### config.mk
export PLATFORM = sky130hd
export DESIGN_NAME = psg_write_sequencer_flat
export DESIGN_NICKNAME = d
export VERILOG_FILES = /design/src/rtl/psg_write_sequencer_if.sv /design/src/rtl/psg_write_sequencer.sv /design/src/flat_wrapper.sv
export SDC_FILE = /design/constraint.sdc
export NUM_CORES = 1
export LEC_CHECK = 0
export ABC_AREA = 1
export BUFFER_PORTS_ARGS = -buffer_cell sky130_fd_sc_hd__clkbuf_2
export CORE_MARGIN = 2
export CORE_UTILIZATION = 27
export CTS_CLUSTER_SIZE = 40
export DETAILED_ROUTE_END_ITERATION = 10
export PLACE_DENSITY_LB_ADDON = 0.25
export SLEW_MARGIN = 20
export SYNTH_ARGS = -nofsm -noshare
export SYNTH_HDL_FRONTEND = slang
export SYNTH_SLANG_ARGS = --single-unit
### constraint.sdc
create_clock -name clk -period 2.01 [get_ports clk]
set_input_delay 0.201 -clock clk [delete_from_list [all_inputs] [get_ports clk]]
set_output_delay 0.201 -clock clk [all_outputs]
set_load 0.02 [all_outputs]
### src/rtl/psg_write_sequencer_if.sv
// Request handshake and PSG bus bundle shared by psg_write_sequencer and its driver.
interface psg_write_sequencer_if #(
    parameter int DEPTH = 4
);
    localparam int CNT_W = $clog2(DEPTH + 1);

    logic             req_valid;
    logic             req_ready;
    logic [1:0]       req_chan;
    logic             req_type;
    logic [9:0]       req_value;
    logic [7:0]       databus;
    logic             we_l;
    logic             busy;
    logic [CNT_W-1:0] count;

    modport master (
        output req_valid, req_chan, req_type, req_value,
        input  req_ready, databus, we_l, busy, count
    );

    modport slave (
        input  req_valid, req_chan, req_type, req_value,
        output req_ready, databus, we_l, busy, count
    );
endinterface

### src/rtl/psg_write_sequencer.sv
// Buffers (chan, type, value) register updates and serialises them into SN76489 latch/data
// bytes with timed we_l strobes. Define PSG_COALESCE_EN to merge updates to a queued {chan,type}.
module psg_write_sequencer #(
    parameter int DEPTH      = 4,
    parameter int WE_CYCLES  = 2,
    parameter int GAP_CYCLES = 2
) (
    input  logic                  clk,
    input  logic                  rst,
    psg_write_sequencer_if.slave  bus
);
    // state    | meaning
    // IDLE     | waiting for a queued request
    // POP      | head moves into the holding register
    // LATCH_LO | latch byte on databus, we_l low
    // LATCH_HI | latch byte held, we_l high
    // DATA_LO  | data byte on databus, we_l low
    // DATA_HI  | data byte held, we_l high

    localparam int PTR_W   = $clog2(DEPTH);
    localparam int CNT_W   = $clog2(DEPTH + 1);
    localparam int TMR_MAX = (WE_CYCLES > GAP_CYCLES) ? WE_CYCLES : GAP_CYCLES;
    localparam int TMR_W   = $clog2(TMR_MAX + 1);
    localparam logic [TMR_W-1:0] WE_LOAD  = TMR_W'(WE_CYCLES - 1);
    localparam logic [TMR_W-1:0] GAP_LOAD = TMR_W'(GAP_CYCLES - 1);

    typedef enum logic [2:0] {
        IDLE, POP, LATCH_LO, LATCH_HI, DATA_LO, DATA_HI
    } state_t;

    state_t           state_q, state_nx;
    logic [1:0]       fifo_chan  [DEPTH];
    logic             fifo_type  [DEPTH];
    logic [9:0]       fifo_value [DEPTH];
    logic [PTR_W-1:0] wr_ptr_q, rd_ptr_q;
    logic [CNT_W-1:0] count_q;
    logic [TMR_W-1:0] timer_q, timer_nx;
    logic             we_l_q, we_l_nx;
    logic [7:0]       databus_q, databus_nx;
    logic             hold_need_q;
    logic [5:0]       hold_data_q;
    logic [7:0]       latch_byte;
    logic             head_need;
    logic             pop, push, enqueue, match, ready;

    assign pop     = (state_q == POP);
    assign ready   = (count_q < CNT_W'(DEPTH)) || match;
    assign push    = bus.req_valid && ready;
    assign enqueue = push && !match;

    assign latch_byte = {1'b1, fifo_chan[rd_ptr_q], fifo_type[rd_ptr_q], fifo_value[rd_ptr_q][3:0]};
    assign head_need  = !fifo_type[rd_ptr_q] && (fifo_chan[rd_ptr_q] != 2'd3);

`ifdef PSG_COALESCE_EN
    logic [PTR_W-1:0] match_idx;
    logic [PTR_W-1:0] slot_ofs;

    // Only live entries count, and the head leaving this cycle is no longer a merge target.
    always_comb begin
        match     = 1'b0;
        match_idx = '0;
        slot_ofs  = '0;
        for (int i = 0; i < DEPTH; i++) begin
            slot_ofs = PTR_W'(i) - rd_ptr_q;
            if ((CNT_W'(slot_ofs) < count_q) && !(pop && (slot_ofs == '0)) &&
                (fifo_chan[i] == bus.req_chan) && (fifo_type[i] == bus.req_type)) begin
                match     = 1'b1;
                match_idx = PTR_W'(i);
            end
        end
    end
`else
    assign match = 1'b0;
`endif

    always_ff @(posedge clk) begin
        if (enqueue) begin
            fifo_chan[wr_ptr_q]  <= bus.req_chan;
            fifo_type[wr_ptr_q]  <= bus.req_type;
            fifo_value[wr_ptr_q] <= bus.req_value;
        end
`ifdef PSG_COALESCE_EN
        if (push && match) begin
            fifo_value[match_idx] <= bus.req_value;
        end
`endif
    end

    always_ff @(posedge clk or posedge rst) begin
        if (rst) begin
            wr_ptr_q <= '0;
            rd_ptr_q <= '0;
            count_q  <= '0;
        end else begin
            if (enqueue) wr_ptr_q <= wr_ptr_q + PTR_W'(1);
            if (pop)     rd_ptr_q <= rd_ptr_q + PTR_W'(1);
            case ({enqueue, pop})
                2'b10:   count_q <= count_q + CNT_W'(1);
                2'b01:   count_q <= count_q - CNT_W'(1);
                default: count_q <= count_q;
            endcase
        end
    end

    always_ff @(posedge clk or posedge rst) begin
        if (rst) begin
            state_q     <= IDLE;
            timer_q     <= '0;
            we_l_q      <= 1'b1;
            databus_q   <= 8'h00;
            hold_need_q <= 1'b0;
            hold_data_q <= '0;
        end else begin
            state_q   <= state_nx;
            timer_q   <= timer_nx;
            we_l_q    <= we_l_nx;
            databus_q <= databus_nx;
            if (pop) begin
                hold_need_q <= head_need;
                hold_data_q <= fifo_value[rd_ptr_q][9:4];
            end
        end
    end

    // Outputs are loaded on the transition into a state so they are stable for its whole duration.
    always_comb begin
        state_nx   = state_q;
        timer_nx   = timer_q;
        we_l_nx    = we_l_q;
        databus_nx = databus_q;
        if (timer_q != '0) timer_nx = timer_q - TMR_W'(1);
        unique case (state_q)
            IDLE: begin
                if (count_q != '0) state_nx = POP;
            end
            POP: begin
                state_nx   = LATCH_LO;
                timer_nx   = WE_LOAD;
                we_l_nx    = 1'b0;
                databus_nx = latch_byte;
            end
            LATCH_LO: begin
                if (timer_q == '0) begin
                    state_nx = LATCH_HI;
                    timer_nx = GAP_LOAD;
                    we_l_nx  = 1'b1;
                end
            end
            LATCH_HI: begin
                if (timer_q == '0) begin
                    if (hold_need_q) begin
                        state_nx   = DATA_LO;
                        timer_nx   = WE_LOAD;
                        we_l_nx    = 1'b0;
                        databus_nx = {2'b00, hold_data_q};
                    end else begin
                        state_nx = IDLE;
                    end
                end
            end
            DATA_LO: begin
                if (timer_q == '0) begin
                    state_nx = DATA_HI;
                    timer_nx = GAP_LOAD;
                    we_l_nx  = 1'b1;
                end
            end
            DATA_HI: begin
                if (timer_q == '0) state_nx = IDLE;
            end
            default: state_nx = IDLE;
        endcase
    end

    assign bus.req_ready = ready;
    assign bus.databus   = databus_q;
    assign bus.we_l      = we_l_q;
    assign bus.busy      = (count_q != '0) || (state_q != IDLE);
    assign bus.count     = count_q;
endmodule
### src/flat_wrapper.sv
// flat-port wrapper written by rule: the top's interface ports become plain ports
module psg_write_sequencer_flat 
#(
    parameter int DEPTH      = 4,
    parameter int WE_CYCLES  = 2,
    parameter int GAP_CYCLES = 2
)
  (clk, rst, bus_req_valid, bus_req_chan, bus_req_type, bus_req_value, bus_req_ready, bus_databus, bus_we_l, bus_busy, bus_count);
  psg_write_sequencer_if #(.DEPTH(DEPTH)) bus_i ();
  input  logic clk;
  input  logic rst;
  input wire logic [$bits(bus_i.req_valid)-1:0] bus_req_valid;
  input wire logic [$bits(bus_i.req_chan)-1:0] bus_req_chan;
  input wire logic [$bits(bus_i.req_type)-1:0] bus_req_type;
  input wire logic [$bits(bus_i.req_value)-1:0] bus_req_value;
  output wire logic [$bits(bus_i.req_ready)-1:0] bus_req_ready;
  output wire logic [$bits(bus_i.databus)-1:0] bus_databus;
  output wire logic [$bits(bus_i.we_l)-1:0] bus_we_l;
  output wire logic [$bits(bus_i.busy)-1:0] bus_busy;
  output wire logic [$bits(bus_i.count)-1:0] bus_count;
  assign bus_i.req_valid = bus_req_valid;
  assign bus_i.req_chan = bus_req_chan;
  assign bus_i.req_type = bus_req_type;
  assign bus_i.req_value = bus_req_value;
  assign bus_req_ready = bus_i.req_ready;
  assign bus_databus = bus_i.databus;
  assign bus_we_l = bus_i.we_l;
  assign bus_busy = bus_i.busy;
  assign bus_count = bus_i.count;
  psg_write_sequencer #(.DEPTH(DEPTH), .WE_CYCLES(WE_CYCLES), .GAP_CYCLES(GAP_CYCLES)) u_core (.clk(clk), .rst(rst), .bus(bus_i));
endmodule
==> impl_metrics.json, run 1 <==
{
  "power_switching_mw": 2.80,
  "setup.worst_path.end_class": "flip-flop",
  "cts_setup_buffers": 0,
  "r2r-start": "u_core.state_q[2]",
  "async_flop_share_pct": 35.0,
  "relSlewSlack_pct": 75.9,
  "synth_edf_count": 52,
  "fillers": 1345,
  "syn_inst": 333,
  "p_total_mw": 6.96,
  "criticalPathCategory": "flip-flop to flip-flop",
  "drt_iter0_drc": 126,
  "post_cts_resized": 0,
  "overflow": 0,
  "worstSetupStartpointType": "flip-flop",
  "post-route-util_pct": 33.1,
  "die_y_um": 119,
  "ir_worst_vdd_uv": 451,
  "comb_power_share_pct": 41.9,
  "critPathTopFamily": "adder cells",
  "clock_latency_ps": 330,
  "post_drt_via_cell_ratio": 4.21,
  "grt_pass1_wl_mm": 12.5,
  "worstPathArrival_ps": 2020,
  "synth_flop_cell": "edfxtp_1",
  "power_density_mw_per_mm2": 1650,
  "syn_area_mm2": 0.00356,
  "ys_seq_area_share_pct": 63.5,
  "cts.clk_slew.worst_paths_ps": 60,
  "slew_violations": 0,
  "layout_commonest_cell": "nand2_1",
  "coreArea_mm2": 0.0128,
  "min_from": "bus_req_value[1]",
  "antenna_found_initial": 0,
  "grt_use_total_pct": 11.4,
  "cp-startpoint": "u_core.state_q[2]",
  "slowest_stage": "dfrtp_1",
  "cts_made_buffers": 9,
  "worstMarginPinSlew_ps": 362,
  "drc": 0,
  "chipWidth_um": 119,
  "syn-num-nets": 355,
  "fin_setup_tns_ps": 0,
  "cts_tree": "done",
  "maxCapViolations": 0,
  "p_leak_nw": 1.83,
  "synth.distinct_cells": 29,
  "grt_max_degree": 29,
  "crit_buf_inv": 2,
  "path_max_fanout": 3,
  "fmax_ghz": 0.551,
  "port_buffers": 29,
  "root_buffer": "clkbuf_16",
  "max_stage_delay_ps": 450,
  "layout-drive-gt1-share_pct": 20.7,
  "start_util_pct": 27.9,
  "die_area_mm2": 0.0141,
  "grt_pass1_vias": 2402,
  "wire_per_inst_um": 13.4,
  "status": "completed",
  "setup_viol": 0,
  "required_ps": 2220,
  "cp_cell_sequence": "nor2_8 -> nand2_4 -> clkinv_4 -> ha_1 -> inv_1 -> fa_1 -> a21oi_1 -> o21ai_0 -> xor2_1",
  "via_count": 2330,
  "mostFrequentLayoutCells": "96 x nand2_1, 52 x edfxtp_1, 38 x nor2_1",
  "ant_nets": 0,
  "gp_congestion": 0.762,
  "drt_pass1_iterations": 4,
  "ys_seq_elements": 80,
  "p_sw_share_pct": 40.2,
  "syn2layout_area_growth_pct": 18.5,
  "fin_crit_sh_pct": 90.2,
  "row_count": 41,
  "clock_sink_count": 80,
  "routed_wl_mm": 7.41,
  "avgSynthCellArea_um2": 10.7,
  "fin_nets": 399,
  "instances_no_fill": 554,
  "rsz0062_at_grt": "false",
  "clock_skew_ps": 7.25,
  "hold_class": "input pin to flip-flop",
  "dp_hpwl_mm": 4.93,
  "yosysWarnings": 0,
  "power.internal_mw": 4.16,
  "finalHoldViolations": 0,
  "pwr-share-clk_pct": 23.2,
  "n_antenna_cell": 0,
  "ios": 30,
  "dpl.cell_count": 537,
  "pwr-share-seq_pct": 34.9,
  "period_minus_slack_ps": 1810,
  "clk_path_buf_depth": 2,
  "cts_htree_levels": 3
}
-- cell usage after synthesis, types with 5 or more instances --
cell type	count	area share (%)
dfrtp_1	27	19
ha_1	5	1.8
nand4_1	5	0.88
buf_6	6	1.9
nand3_1	25	3.5
a21oi_1	5	0.70
o21ai_0	16	2.2
nor2_1	38	4.0
o21ai_2	5	1.2
edfxtp_1	52	44
nand2_1	96	10
inv_1	24	2.5
-- area by class of cell --
cell class              instances  area, µm²  area share, %
multi-input cells             213       1070           25.3
inverters                      29        121           2.87
well taps                     172        215           5.09
clock inverters                 6       68.8           1.63
flip-flops and latches         80       2260           53.6
clock buffers                  10        229           5.42
repair buffers                 44        260           6.16
-- metal layers --
| metal | global-route usage [%] | share of wire, % | routed length, µm |
|---|---|---|---|
| met1 | 15.0 | 47 | 3510 |
| met2 | 18.1 | 47 | 3470 |
| met3 | 3.54 | 4.7 | 345 |
| met4 | 3.57 | 1.2 | 92 |
| met5 | 0 | 0 | 0 |
-- metrics by stage --
step	hold WS, ps	setup WS (ps)	instance area [µm²]
floorplan	266	54.7	3560
global placement	281	253	3920
detailed placement	279	210	3920
CTS	71.5	192	4230
global route	78.7	62.3	4230
finish	84.5	197	4230
-- worst paths after layout --
| check | endpoint | slack (ps) | depth (start not counted) |
|---|---|---|---|
| setup / recovery | u_core.bus.count[2] | 200 | 9 |
| hold / removal | u_core.fifo_value[1][1] | 80 | 1 |
| setup reg to reg | u_core.bus.count[2] | 200 | 9 |
| hold reg to reg | u_core.bus.databus[7] | 470 | 2 |
| max in group asynchronous | u_core.bus.we_l | 1220 | 4 |
| min in group asynchronous | u_core.bus.count[0] | 470 | 4 |
-- worst register-to-register path, delay by kind of cell (launching register included) --
family                     cells  cell delay, ps
xor gates and xnor gates       1             150
buffers and inverters          2             100
adders and majority gates      2             500
DFF                            1             450
AOI/OAI and AO/OA              2             250
and+or+nand+nor                2             240
-- power by group through the flow --
| stage | combinational [mW] | clock, mW | sequential, mW |
|---|---|---|---|
| floorplan | 2.14 | 0 | 2.55 |
| detailed placement | 2.97 | 0 | 2.46 |
| finish | 2.92 | 1.62 | 2.43 |
| global route | 3.34 | 1.74 | 2.48 |
| global placement | 2.92 | 0 | 2.45 |
| CTS | 2.98 | 1.66 | 2.43 |
-- flip-flops by register name, indices dropped and copies added (netlist names) --
name                flops
u_core.bus.databus      8
u_core.bus.we_l         1
u_core.timer_q          2
u_core.bus.count        3
u_core.rd_ptr_q         2
u_core.fifo_type        4
u_core.fifo_value      40
u_core.fifo_chan        8
u_core.hold_data_q      6
u_core.state_q          3
u_core.hold_need_q      1
u_core.wr_ptr_q         2
-- timing repair --
item,in CTS,in global routing
endpoints found under the setup margin,0,0
hold buffers,1,0
hold endpoints to repair,27,0
-- cells by family after synthesis --
| kind of cell | Yosys count | synth area share (%) |
|---|---|---|
| XOR/XNOR | 5 | 1.23 |
| AND/OR/NAND/NOR | 174 | 21.8 |
| adder cells (fa/ha/maj) | 6 | 2.32 |
| buffers and inverters | 40 | 6.56 |
| AO/OA/AOI/OAI | 28 | 4.63 |
| flip-flops | 80 | 63.5 |
Note: power is estimated with default switching activity, not from simulation.
==> inputs of run 2 (changes only) <==
==> constraint.sdc (replaced) <==
create_clock -name clk -period 1.7 [get_ports clk]
set_input_delay 0.17 -clock clk [delete_from_list [all_inputs] [get_ports clk]]
set_output_delay 0.17 -clock clk [all_outputs]
set_load 0.02 [all_outputs]
==> run 2 against run 1 <==
Net effect:
- combinational power is 21% higher
- flip-flop and latch count stayed put
- utilization up 0.33 points
- critical path depth unchanged
- worst hold slack got worse by 27 ps
- critical endpoint unchanged
- largest cell class unchanged
==> impl_metrics.json, run 2 (synthesized netlist as in run 1, its figures left out) <==
{
  "post_dp_cell_area_mm2": 0.00396,
  "via_count": 2306,
  "grt_max_degree": 29,
  "power_switching_mw": 3.36,
  "power_density_mw_per_mm2": 1930,
  "setup_ws_ps": 50.2,
  "fin_nets": 401,
  "period_minus_slack_ps": 1650,
  "largest_reg_flops": 40,
  "pwr-share-seq_pct": 35.1,
  "rsz0062_at_grt": "true",
  "min_from": "bus_req_value[4]",
  "grt_pass1_wl_mm": 11.7,
  "fin_crit_sh_pct": 97.0,
  "fin_area_mm2": 0.00427,
  "p_leak_nw": 1.84,
  "maxCapViolations": 0,
  "fillers": 1313,
  "chipWidth_um": 119,
  "clk_path_buf_depth": 2,
  "slowest_stage": "dfrtp_2",
  "p_total_mw": 8.22,
  "max_stage_delay_ps": 440,
  "r2r-start": "u_core.state_q[2]",
  "ios": 30,
  "post-route-util_pct": 33.4,
  "worstHoldPathCells": 1,
  "overflow": 0,
  "slew_violations": 0,
  "setup.worst_path.end_class": "flip-flop",
  "root_buffer": "clkbuf_16",
  "power.internal_mw": 4.86,
  "hold_slack_ps": 57.4,
  "post_drt_via_cell_ratio": 4.15,
  "layout-drive-gt1-share_pct": 24.0,
  "criticalPathCategory": "flip-flop to flip-flop",
  "cp-startpoint": "u_core.state_q[2]",
  "n_antenna_cell": 0,
  "relSlewSlack_pct": 76.1,
  "clock_sink_count": 80,
  "hold_class": "input pin to flip-flop",
  "required_ps": 1910,
  "cts.clk_slew.worst_paths_ps": 60,
  "antenna_found_initial": 0,
  "drc": 0,
  "top_register": "u_core.fifo_value",
  "finalHoldViolations": 0,
  "seq_area_mm2": 0.00226,
  "row_count": 41,
  "wire_per_inst_um": 12.6,
  "worstSetupStartpointType": "flip-flop",
  "dp_hpwl_mm": 4.75,
  "r2r_cells": 9,
  "start_util_pct": 27.9,
  "grt_pass1_vias": 2247,
  "ir_worst_vdd_uv": 621,
  "setup_viol": 0,
  "fmax_ghz": 0.606,
  "coreArea_mm2": 0.0128,
  "place_ws_ps": 27.7,
  "pwr-share-clk_pct": 21.8,
  "routed_wl_mm": 7.01,
  "comb_power_share_pct": 43.1,
  "worstMarginPinSlew_ps": 358,
  "drt_iter0_drc": 135,
  "path_max_fanout": 3,
  "worstPathArrival_ps": 1860,
  "cts_made_buffers": 9,
  "grt_use_total_pct": 10.8,
  "cp_cell_sequence": "nor2_8 -> nand2_4 -> clkinv_4 -> ha_4 -> inv_2 -> fa_2 -> a21oi_2 -> o21ai_1 -> xor2_1",
  "clock_latency_ps": 330,
  "gp_congestion": 0.740,
  "drt_pass1_iterations": 4,
  "mostFrequentLayoutCells": "95 x nand2_1, 52 x edfxtp_1, 34 x nor2_1",
  "status": "completed",
  "ant_nets": 0,
  "clock_skew_ps": 8.96,
  "die_area_mm2": 0.0141,
  "layout_commonest_cell": "nand2_1",
  "multi_input_area_mm2": 0.00110,
  "cts_tree": "done",
  "cts_htree_levels": 3,
  "syn2layout_area_growth_pct": 19.7,
  "port_buffers": 29,
  "die_y_um": 119,
  "p_sw_share_pct": 40.8
}
-- run 2: cell types whose count changed in the layout (fill, tap and decap cells not counted), sizes merged --
cell,previous run,this run
bufinv,1,0
clkinvlp,1,0
buf,14,16
inv,29,32
clkbuf,39,38
-- run 2: cell type report --
cell class                      count  area share, %
Sequential cell                    80           53.1
Multi-Input combinational cell    213           25.7
Timing Repair Buffer               46           6.74
Clock buffer                        9           5.28
Tap cell                          172           5.04
Inverter                           29           2.90
Clock inverter                      7           1.23
-- run 2: final timing paths --
check / endpoint / slack [ps]
max: u_core.bus.count[2] / 50
max in group asynchronous: u_core.bus.we_l / 960
max reg2reg: u_core.bus.count[2] / 50
min in group asynchronous: u_core.bus.count[2] / 430
min: u_core.fifo_value[2][4] / 60
min reg2reg: u_core.bus.we_l / 480
-- run 2: power groups by stage --
stage / clock network (mW) / registers, mW / logic [mW]
finish: 1.79 / 2.88 / 3.54
global route: 1.95 / 2.94 / 4.03
CTS: 1.86 / 2.89 / 3.59
detailed placement: 0 / 2.92 / 3.58
global placement: 0 / 2.91 / 3.52
floorplan: 0 / 3.02 / 2.62
-- run 2: worst max-delay path, delay by kind of cell, from the launching register on --
kind / cells / cell delay (ps)
AND/OR/NAND/NOR: 2 / 190
adder cells (fa/ha/maj): 2 / 460
XOR/XNOR: 1 / 140
buffers and inverters: 2 / 90
flip-flops: 1 / 440
AO/OA/AOI/OAI: 2 / 210
-- run 2: timing repair --
item / 4_1_cts / 5_1_grt
resized for setup: 0 / 2
setup buffers: 0 / 2
hold buffers: 1 / 0
setup endpoints to repair: 0 / 2
hold endpoints to repair: 27 / 0
-- run 2: per-layer routing --
layer | routed length (µm) | global-route usage, % | vias to the layer above | share of wire [%]
met2 | 3270 | 16.5 | 34 | 47
met3 | 234 | 2.35 | 6 | 3.3
li1 | - | - | 1182 | -
met5 | 0 | 0 | - | 0
met1 | 3430 | 14.2 | 1084 | 49
met4 | 82 | 6.03 | 0 | 1.2
-- run 2: stage by stage --
step	cells	TNS, ps
final	556	0
after detailed placement	537	0
after global routing	556	-25.6
after CTS	554	0
after floorplan	333	-209
after global placement	537	0
==> inputs of run 3 (changes only) <==
==> constraint.sdc (replaced) <==
create_clock -name clk -period 1.7 [get_ports clk]
set_input_delay 0.255 -clock clk [delete_from_list [all_inputs] [get_ports clk]]
set_output_delay 0.255 -clock clk [all_outputs]
set_load 0.02 [all_outputs]
==> run 3 against run 2 <==
Net effect:
- utilization shrank 0.14 points
- clock-buffer cell count is the same
- clock skew shrank 2.0 ps
- highest routed layer unchanged
==> impl_metrics.json, run 3 (synthesized netlist as in run 1, its figures left out) <==
{
  "status": "completed",
  "rsz0062_at_grt": "true",
  "fin_crit_sh_pct": 96.4,
  "gp_congestion": 0.756,
  "drt_pass1_iterations": 5,
  "power_density_mw_per_mm2": 1930,
  "routed_wl_mm": 7.07,
  "worstSetupStartpointType": "flip-flop",
  "fin_nets": 400,
  "grt_pass1_wl_mm": 12.2,
  "drc": 0,
  "wire_per_inst_um": 12.7,
  "chipWidth_um": 119,
  "worstPathArrival_ps": 1850,
  "row_count": 41,
  "grt_use_total_pct": 11.2,
  "fin_area_mm2": 0.00425,
  "p_leak_nw": 1.82,
  "die_area_mm2": 0.0141,
  "start_util_pct": 27.9,
  "via_count": 2329,
  "post_drt_via_cell_ratio": 4.20,
  "n_antenna_cell": 0,
  "cts_made_buffers": 9,
  "slew_violations": 0,
  "setup.worst_path.end_class": "flip-flop",
  "cts_tree": "done",
  "clk_path_buf_depth": 2,
  "syn2layout_area_growth_pct": 19.2,
  "worstMarginPinSlew_ps": 380,
  "mostFrequentLayoutCells": "95 x nand2_1, 52 x edfxtp_1, 34 x nor2_1",
  "ios": 30,
  "path_max_fanout": 3,
  "largest_reg_flops": 40,
  "setup_viol": 0,
  "required_ps": 1910,
  "ir_worst_vdd_uv": 557,
  "top_register": "u_core.fifo_value",
  "layout-drive-gt1-share_pct": 23.5,
  "coreArea_mm2": 0.0128,
  "maxCapViolations": 0,
  "die_y_um": 119,
  "clock_skew_ps": 6.95,
  "fmax_ghz": 0.610,
  "hold_class": "input pin to flip-flop",
  "reg2reg_slack_ps": 60,
  "cts_htree_levels": 3,
  "ant_nets": 0,
  "overflow": 0,
  "root_buffer": "clkbuf_16",
  "p_total_mw": 8.21,
  "grt_max_degree": 29,
  "finalHoldViolations": 0,
  "port_buffers": 29,
  "fin_setup_tns_ps": 0,
  "antenna_found_initial": 0,
  "drt_iter0_drc": 211,
  "period_minus_slack_ps": 1640,
  "clock_latency_ps": 330,
  "clock_sink_count": 80,
  "cts.clk_slew.worst_paths_ps": 60,
  "layout_commonest_cell": "nand2_1",
  "criticalPathCategory": "flip-flop to flip-flop",
  "relSlewSlack_pct": 74.7,
  "grt_pass1_vias": 2410,
  "post_dp_cell_area_mm2": 0.00395,
  "dp_hpwl_mm": 4.70,
  "fillers": 1315
}
run 3: routing by layer:
layer	GRT usage, %	part of all wire [%]	vias to the layer above
li1	-	-	1180
met1	14.5	48	1098
met2	17.7	47	43
met3	3.30	4.1	8
met4	4.09	1.5	0
met5	0	0	-
run 3: worst paths after layout:
check / startpoint / endpoint / cells past startpoint
max: u_core.state_q[0] / u_core.bus.count[2] / 10
min: bus_req_value[9] / u_core.fifo_value[2][9] / 1
max reg2reg: u_core.state_q[0] / u_core.bus.count[2] / 10
min reg2reg: u_core.bus.databus[7] / u_core.bus.databus[7] / 2
max in group asynchronous: rst / u_core.bus.we_l / 4
min in group asynchronous: rst / u_core.rd_ptr_q[1] / 4
run 3: critical path, stage by stage (launching register included):
cell and delay (ps):
dfrtp_1 410, inv_6 60, nor2_8 110, nand2_4 60, clkinv_4 50, ha_4 110
inv_2 40, fa_2 340, a21oi_2 120, o21ai_1 80, xor2_1 140
run 3: timing repair:
item | in CTS | in global routing
endpoints found under the setup margin | 1 | 2
pin swaps | 1 | 2
hold buffers | 1 | 0
buffers inserted | 1 | 0
resized for setup | 0 | 3
endpoints found under the hold margin | 27 | 0
run 3: report_power, final:
part	total (mW)	switching [mW]	internal [mW]
sequential	2.88	0.259	2.62
combinational	3.52	2.30	1.22
clock	1.81	0.811	1.00
run 3: final cells by class:
cell class              instances  area (µm²)  area share (%)
clock buffers                   9         225            5.30
well taps                     172         215            5.06
multi-input cells             213        1100            25.8
inverters                      29         124            2.91
flip-flops and latches         80        2260            53.3
clock inverters                 7        53.8            1.27
repair buffers                 45         270            6.36
run 3: metrics by stage:
step	setup WS, ps	utilization (%)	hold WS, ps	cells
after floorplan	-159	-	320	333
after global placement	45.4	30.9	330	537
after detailed placement	36.7	30.9	336	537
after CTS	29.3	33.2	135	555
after global routing	-42.6	33.3	132	555
final	61.3	33.3	139	555
